### config.mk
export PLATFORM = sky130hd
export DESIGN_NAME = issue_stage
export DESIGN_NICKNAME = d
export VERILOG_FILES = /design/src/rtl/issue_stage_pkg.sv /design/src/rtl/issue_operand_check.sv /design/src/rtl/issue_stage.sv
export SDC_FILE = /design/constraint.sdc
export NUM_CORES = 1
export LEC_CHECK = 0
export BUFFER_PORTS_ARGS = -buffer_cell sky130_fd_sc_hd__buf_2
export CAP_MARGIN = 20
export CORE_UTILIZATION = 54
export CTS_BUF_LIST = sky130_fd_sc_hd__clkbuf_2
export CTS_CLUSTER_SIZE = 25
export DETAILED_ROUTE_END_ITERATION = 8
export GPL_TIMING_DRIVEN = 0
export PLACE_DENSITY = 0.95
export SYNTH_ARGS = -nofsm -noshare
export SYNTH_HDL_FRONTEND = slang
export SYNTH_SLANG_ARGS = --single-unit
### constraint.sdc
create_clock -name clock -period 5.3 [get_ports clock]
set_input_delay 1.06 -clock clock [delete_from_list [all_inputs] [get_ports clock]]
set_output_delay 1.06 -clock clock [all_outputs]
set_load 0.03 [all_outputs]
### src/rtl/issue_stage_pkg.sv
// Shared definitions for the issue stage: functional-unit codes, forwarding
// encoding, the "result arrives next" scoreboard row and the FSM states.
package issue_stage_pkg;

  localparam logic [1:0] UNIT_AM   = 2'b00;
  localparam logic [1:0] UNIT_MEM  = 2'b01;
  localparam logic [1:0] UNIT_MULT = 2'b10;

  // Operand source 000 selects the register file.
  localparam logic [2:0] FWD_NONE = 3'b000;

  // Scoreboard row one-hot meaning "result is on the forwarding path next cycle".
  localparam logic [4:0] ROW_NEXT = 5'b00001;

  typedef enum logic {
    ST_EMPTY = 1'b0,
    ST_HELD  = 1'b1
  } state_t;

endpackage

### src/rtl/issue_operand_check.sv
// Per-operand readiness check against the scoreboard lookup result.
// A source is ready when unused, r0, not pending, or pending with its result
// arriving next cycle (then it is forwarded from the producing unit).
module issue_operand_check
  import issue_stage_pkg::*;
(
  input  logic [4:0] i_addr,
  input  logic       i_used,
  input  logic       i_pending,
  input  logic [1:0] i_unit,
  input  logic [4:0] i_row,
  output logic       o_ready,
  output logic [2:0] o_fwd
);

  logic w_needs_check;
  logic w_can_forward;

  assign w_needs_check = i_used && (i_addr != 5'd0) && i_pending;
  assign w_can_forward = (i_row == ROW_NEXT);

  // Readiness and forwarding select for one operand
  always_comb begin
    o_ready = 1'b1;
    o_fwd   = FWD_NONE;
    if (w_needs_check) begin
      if (w_can_forward) begin
        o_fwd = {1'b1, i_unit};
      end else begin
        o_ready = 1'b0;
      end
    end
  end

endmodule

### src/rtl/issue_stage.sv
// Single-entry issue stage: holds one decoded instruction, checks RAW, WAW
// and writeback-slot hazards against the scoreboard, claims the destination
// and dispatches to AluMisc, Mem or Mult.
// Optional build macro ISSUE_STALL_COUNTERS_EN adds saturating stall counters.
module issue_stage
  import issue_stage_pkg::*;
#(
  parameter int PAYLOAD_W   = 32,
  parameter int STALL_CNT_W = 16
) (
  input  logic                 clock,
  input  logic                 reset,
  input  logic                 id_valid,
  output logic                 id_ready,
  input  logic [PAYLOAD_W-1:0] id_payload,
  input  logic [4:0]           id_rs,
  input  logic [4:0]           id_rt,
  input  logic [4:0]           id_rd,
  input  logic                 id_uses_rs,
  input  logic                 id_uses_rt,
  input  logic                 id_writes_rd,
  input  logic [1:0]           id_unit,
  input  logic                 flush,
  output logic [4:0]           iss_ass_addr_a,
  output logic [4:0]           iss_ass_addr_b,
  input  logic                 iss_ass_pending_a,
  input  logic [1:0]           iss_ass_unit_a,
  input  logic [4:0]           iss_ass_row_a,
  input  logic                 iss_ass_pending_b,
  input  logic [1:0]           iss_ass_unit_b,
  input  logic [4:0]           iss_ass_row_b,
  input  logic                 dst_pending,
  input  logic [31:0]          sb_haz_column,
  output logic [4:0]           writeaddr,
  output logic [1:0]           registerunit,
  output logic                 enablewrite,
  output logic                 ex_valid_am,
  output logic                 ex_valid_mem,
  output logic                 ex_valid_mult,
  output logic [PAYLOAD_W-1:0] ex_payload,
  output logic [2:0]           ex_fwd_a,
  output logic [2:0]           ex_fwd_b
`ifdef ISSUE_STALL_COUNTERS_EN
  ,
  output logic [STALL_CNT_W-1:0] stall_raw_cnt,
  output logic [STALL_CNT_W-1:0] stall_waw_cnt,
  output logic [STALL_CNT_W-1:0] stall_wb_cnt
`endif
);

  state_t r_state;
  state_t w_state_next;

  // Holding register
  logic [PAYLOAD_W-1:0] r_payload;
  logic [4:0]           r_rs;
  logic [4:0]           r_rt;
  logic [4:0]           r_rd;
  logic                 r_uses_rs;
  logic                 r_uses_rt;
  logic                 r_writes_rd;
  logic [1:0]           r_unit;

  // Dispatch registers
  logic                 r_ex_valid_am;
  logic                 r_ex_valid_mem;
  logic                 r_ex_valid_mult;
  logic [PAYLOAD_W-1:0] r_ex_payload;
  logic [2:0]           r_ex_fwd_a;
  logic [2:0]           r_ex_fwd_b;

  logic       w_held;
  logic       w_ready_a;
  logic       w_ready_b;
  logic [2:0] w_fwd_a;
  logic [2:0] w_fwd_b;
  logic       w_raw;
  logic       w_waw;
  logic       w_wb;
  logic       w_go;
  logic       w_id_ready;
  logic       w_capture;

  issue_operand_check u_check_a (
    .i_addr    (r_rs),
    .i_used    (r_uses_rs),
    .i_pending (iss_ass_pending_a),
    .i_unit    (iss_ass_unit_a),
    .i_row     (iss_ass_row_a),
    .o_ready   (w_ready_a),
    .o_fwd     (w_fwd_a)
  );

  issue_operand_check u_check_b (
    .i_addr    (r_rt),
    .i_used    (r_uses_rt),
    .i_pending (iss_ass_pending_b),
    .i_unit    (iss_ass_unit_b),
    .i_row     (iss_ass_row_b),
    .o_ready   (w_ready_b),
    .o_fwd     (w_fwd_b)
  );

  assign w_held = (r_state == ST_HELD);
  assign w_raw  = !(w_ready_a && w_ready_b);
  assign w_waw  = (r_rd != 5'd0) && dst_pending;
  assign w_wb   = r_writes_rd && (|sb_haz_column);
  assign w_go   = w_held && !flush && !w_raw && !w_waw && !w_wb;

  assign iss_ass_addr_a = w_held ? r_rs : 5'd0;
  assign iss_ass_addr_b = w_held ? r_rt : 5'd0;
  assign writeaddr      = w_held ? r_rd : 5'd0;
  assign registerunit   = r_unit;
  assign enablewrite    = w_go && r_writes_rd && (r_rd != 5'd0);
  assign id_ready       = w_id_ready;

  assign ex_valid_am    = r_ex_valid_am;
  assign ex_valid_mem   = r_ex_valid_mem;
  assign ex_valid_mult  = r_ex_valid_mult;
  assign ex_payload     = r_ex_payload;
  assign ex_fwd_a       = r_ex_fwd_a;
  assign ex_fwd_b       = r_ex_fwd_b;

  // FSM state register
  always_ff @(posedge clock or negedge reset) begin
    if (!reset) r_state <= ST_EMPTY;
    else        r_state <= w_state_next;
  end

  // Next state and decode handshake; a flush also refuses new decode input
  always_comb begin
    w_state_next = r_state;
    w_id_ready   = 1'b0;
    case (r_state)
      ST_EMPTY: begin
        w_id_ready = !flush;
        if (id_valid && !flush) w_state_next = ST_HELD;
      end
      ST_HELD: begin
        w_id_ready = w_go;
        if (flush)     w_state_next = ST_EMPTY;
        else if (w_go) w_state_next = id_valid ? ST_HELD : ST_EMPTY;
      end
      default: w_state_next = ST_EMPTY;
    endcase
  end

  assign w_capture = id_valid && w_id_ready;

  // Capture decode output; the illegal unit code is folded onto Mult here
  always_ff @(posedge clock or negedge reset) begin
    if (!reset) begin
      r_payload   <= '0;
      r_rs        <= 5'd0;
      r_rt        <= 5'd0;
      r_rd        <= 5'd0;
      r_uses_rs   <= 1'b0;
      r_uses_rt   <= 1'b0;
      r_writes_rd <= 1'b0;
      r_unit      <= UNIT_AM;
    end else if (w_capture) begin
      r_payload   <= id_payload;
      r_rs        <= id_rs;
      r_rt        <= id_rt;
      r_rd        <= id_rd;
      r_uses_rs   <= id_uses_rs;
      r_uses_rt   <= id_uses_rt;
      r_writes_rd <= id_writes_rd;
      r_unit      <= (id_unit == 2'b11) ? UNIT_MULT : id_unit;
    end
  end

  // Dispatch: one-cycle valid pulse per issue, payload/forwarding held until next issue
  always_ff @(posedge clock or negedge reset) begin
    if (!reset) begin
      r_ex_valid_am   <= 1'b0;
      r_ex_valid_mem  <= 1'b0;
      r_ex_valid_mult <= 1'b0;
      r_ex_payload    <= '0;
      r_ex_fwd_a      <= FWD_NONE;
      r_ex_fwd_b      <= FWD_NONE;
    end else begin
      r_ex_valid_am   <= w_go && (r_unit == UNIT_AM);
      r_ex_valid_mem  <= w_go && (r_unit == UNIT_MEM);
      r_ex_valid_mult <= w_go && (r_unit == UNIT_MULT);
      if (w_go) begin
        r_ex_payload <= r_payload;
        r_ex_fwd_a   <= w_fwd_a;
        r_ex_fwd_b   <= w_fwd_b;
      end
    end
  end

`ifdef ISSUE_STALL_COUNTERS_EN
  logic w_cnt_raw;
  logic w_cnt_waw;
  logic w_cnt_wb;

  // Attribute each blocked cycle to exactly one cause: RAW, then WAW, then writeback slot
  assign w_cnt_raw = w_held && !flush && w_raw;
  assign w_cnt_waw = w_held && !flush && !w_raw && w_waw;
  assign w_cnt_wb  = w_held && !flush && !w_raw && !w_waw && w_wb;

  // Saturating stall counters
  always_ff @(posedge clock or negedge reset) begin
    if (!reset) begin
      stall_raw_cnt <= '0;
      stall_waw_cnt <= '0;
      stall_wb_cnt  <= '0;
    end else begin
      if (w_cnt_raw && !(&stall_raw_cnt)) stall_raw_cnt <= stall_raw_cnt + 1'b1;
      if (w_cnt_waw && !(&stall_waw_cnt)) stall_waw_cnt <= stall_waw_cnt + 1'b1;
      if (w_cnt_wb  && !(&stall_wb_cnt))  stall_wb_cnt  <= stall_wb_cnt + 1'b1;
    end
  end
`else
  logic [STALL_CNT_W-1:0] w_unused_stall_cnt;
  assign w_unused_stall_cnt = '0;
`endif

endmodule

==> metrics.csv <==
stage,metric,value,unit
run_status,status,"finished, final reports clean",
pwr,switching share of power,39.66,%
pwr,Static Leak,2.709,nW
timing,relative slew slack,59.26,%
routing,iteration count of the initial detailed-routing pass,4,
routing,via/cell ratio,5.108,
synthesis,Post-Syn Nets,363,
synthesis,mean area per synthesized cell,15.63,µm²
pwr,P_int,0.001391,W
floorplan,Die W,88.42,µm
routing,drt drc,0,
timing,fin crit period,4.175,ns
setup_path,Worst EP required,4.24,ns
cells_and_area,"commonest non-fill, non-tap cell in the layout",buf_2,
setup_path,Critical Path AT,3.12,ns
synthesis,synthesized flop and latch total,94,
grt,first-pass GRT wire length,14.51,mm
clock_network,post-CTS setup buffer count,0,
synthesis,synthesized netlist cell count,258,
synthesis,sequential area share after synthesis,58.33,%
clock_network,CTS tree,yes,
routing,routed wl met2,4.822,mm
timing,fin. max-slew vios,0,
grt,vias in the first global route,2925,
placement,GP Congestion,0.8027,
clock_network,H-tree levels,3,
setup_path,critical path class,reg2out,
floorplan,initial core utilization,55.60,%
routing,drt wl/cell,17.61,µm
cells_and_area,register area,2352,µm²
placement,dpl hpwl,7.384,mm
timing,setup tns final,0,ns
timing,Worst Max-Slew Pin Slew,0.6111,ns
pwr,clock power share,15.0,%
pwr,Reg power frac,46.6,%
cells_and_area,Multi-input gate area,1567,µm²
grt,antenna violations before repair,0,
floorplan,Die Y,88.42,µm
clock_network,CTS buffer count,9,
routing,Vias,2748,
placement,Port Buffers,164,
routing,initial DRC count,97,
routing,DR top layer,met4,
clock_network,worst skew pair latency,0.56,ns
setup_path,Worst Setup End Kind,primary output,
synthesis,Ys Warns,0,
grt,Total Routing Usage GR,25.27,%
pwr,ratio of total power to cell area,449.6,nW/µm²
timing,RSZ-0062 raised after global routing,no,
pwr,Tot Pwr,0.002306,W
routing,Metal-1 WL,3.933,mm
clock_network,CTS sink count,94,
clock_network,cts hold-fix bufs,0,
clock_network,clk slew on worst S/H paths,0.31,ns
routing,Post-Route WL,9.474,mm
cells_and_area,share of layout cells above drive strength 1,60.14,%
pwr,Comb power frac,38.4,%
timing,final hold violation count,0,
floorplan,die area,7817,µm²
setup_path,CP startpoint kind,register,
grt,largest net degree at the start of global routing,77,
timing,period utilization,78.78,%
cells_and_area,P&R area growth vs syn,27.15,%
floorplan,CORE AREA,7253,µm²
routing,met3 wire len,547,µm
routing,DRT antenna net count,0,
cells_and_area,most frequent cells in the layout,"164 x buf_2, 94 x dfrtp_1, 50 x mux2_4",
pwr,sw power,0.0009144,W
synthesis,post-synth cell types,29,
clock_network,maximum clock insertion buffer count,2,
cells_and_area,Ant. Diodes,0,
clock_network,Post-CTS Resized,0,
floorplan,row cnt,31,
floorplan,# IOs,165,
timing,skew final,0.03652,ns
cells_and_area,number of fill cells,503,
timing,fmax,239.5,MHz
cells_and_area,NumNets Final,539,
setup_path,Worst Path Max Fanout,10,
grt,grt total ovfl,0,
job,max capacitance violation total,0,
synthesis,Syn Std Cell Area,4033,µm²
clock_network,clock root buffer,clkbuf_2,
min_path,HP Class,in2async,
pwr,worst vdd ir,0.2211,mV
timing,Setup Viol. Count Final,0,
[per-layer routing]
metal  track usage [%]  up-vias
met3             6.157       16
met1             31.02     1364
met5                 0        -
li1                  -     1269
met2             42.87       99
met4             10.41        0
[worst paths after layout]
kind	slack [ns]	from	cells after the start	endpoint
min	0.31	reset	1	ex_payload[18]
min in group clock	0.53	ex_payload[25]	1	ex_payload[25]
max reg2reg	2.65	r_rt[1]	7	ex_payload[28]
min reg2reg	0.53	ex_payload[25]	1	ex_payload[25]
max in group asynchronous	4.29	reset	2	r_payload[8]
max	1.12	r_rt[1]	8	enablewrite
[power groups by stage]
stage               clock (W)  combinational [W]  sequential [W]
global placement            0           0.000856         0.00106
finish               0.000347           0.000885         0.00107
detailed placement          0           0.000890         0.00109
CTS                  0.000361           0.000894         0.00107
global route         0.000389           0.000940         0.00110
floorplan                   0           0.000338         0.00133
[state kept, by name (all words and copies together) (netlist names)]
name and cells:
ex_payload 32, r_payload 32, r_uses_rs 1, ex_valid_mult 1
ex_fwd_b 3, r_state 1, r_rd 5, ex_fwd_a 3
ex_valid_mem 1, r_rt 5, ex_valid_am 1, registerunit 2
r_uses_rt 1, r_rs 5, r_writes_rd 1
[per-stage QoR]
stage | std cells | hold slack, ns | setup WS, ns | cell area, µm² | utilization [%]
floorplan | 258 | 0.4645 | 1.450 | 4033 | -
global placement | 521 | 0.4621 | 1.128 | 4977 | 68.62
detailed placement | 522 | 0.4776 | 1.117 | 5007 | 69.04
CTS | 538 | 0.2680 | 1.055 | 5127 | 70.69
global route | 538 | 0.2706 | 0.9777 | 5127 | 70.69
finish | 538 | 0.3091 | 1.125 | 5127 | 70.69
[cells in the mapped netlist]
cell,number,area (µm²)
dfrtp_1,94,2352
mux2_4,50,750.7
mux2_2,22,247.7
and2_1,15,93.84
mux2_1,14,157.7
nor4_1,8,50.05
buf_6,7,78.83
nand2_1,7,26.28
inv_1,5,18.77
mux2i_1,4,40.04
nand2b_1,3,18.77
nor2b_1,3,18.77
and3_1,2,12.51
nand4_1,2,12.51
nor2_1,2,7.510
nor3_1,2,10.01
nor3b_1,2,15.01
o21ai_0,2,10.01
o311a_1,2,20.02
or3_1,2,12.51
or4_1,2,15.01
a21oi_1,1,5.000
a221oi_2,1,15.01
a32oi_2,1,16.27
buf_2,1,5.000
buf_4,1,7.510
clkbuf_1,1,3.750
nand3_1,1,5.000
o22ai_1,1,6.260
[logic make-up (layout without fill, tap and decap cells)]
logic type | Yosys count | after routing | share of synthesized area, %
buffers and inverters | 15 | 196 | 2.823
multiplexers | 90 | 90 | 29.66
AO/OA/AOI/OAI | 8 | 8 | 1.800
flip-flops | 94 | 94 | 58.33
AND/OR/NAND/NOR | 51 | 51 | 7.384
[area by class of cell]
cell class	instances	share of cell area, %
Tap cell	99	2.416
Clock inverter	7	1.464
Buffer	10	1.855
Inverter	5	0.3660
Sequential cell	94	45.88
Clock buffer	9	0.8785
Multi-Input combinational cell	149	30.55
Timing Repair Buffer	165	16.59
[critical path, stage by stage (launching register included)]
cell and delay, ns:
dfrtp_1 0.47, or3_1 0.38, o311a_1 0.34, a221oi_2 0.36, and3_1 0.25, buf_4 0.23, buf_6 0.19, and3_1 0.16
buf_2 0.19
No activity file was read; power rests on OpenSTA's default activity.
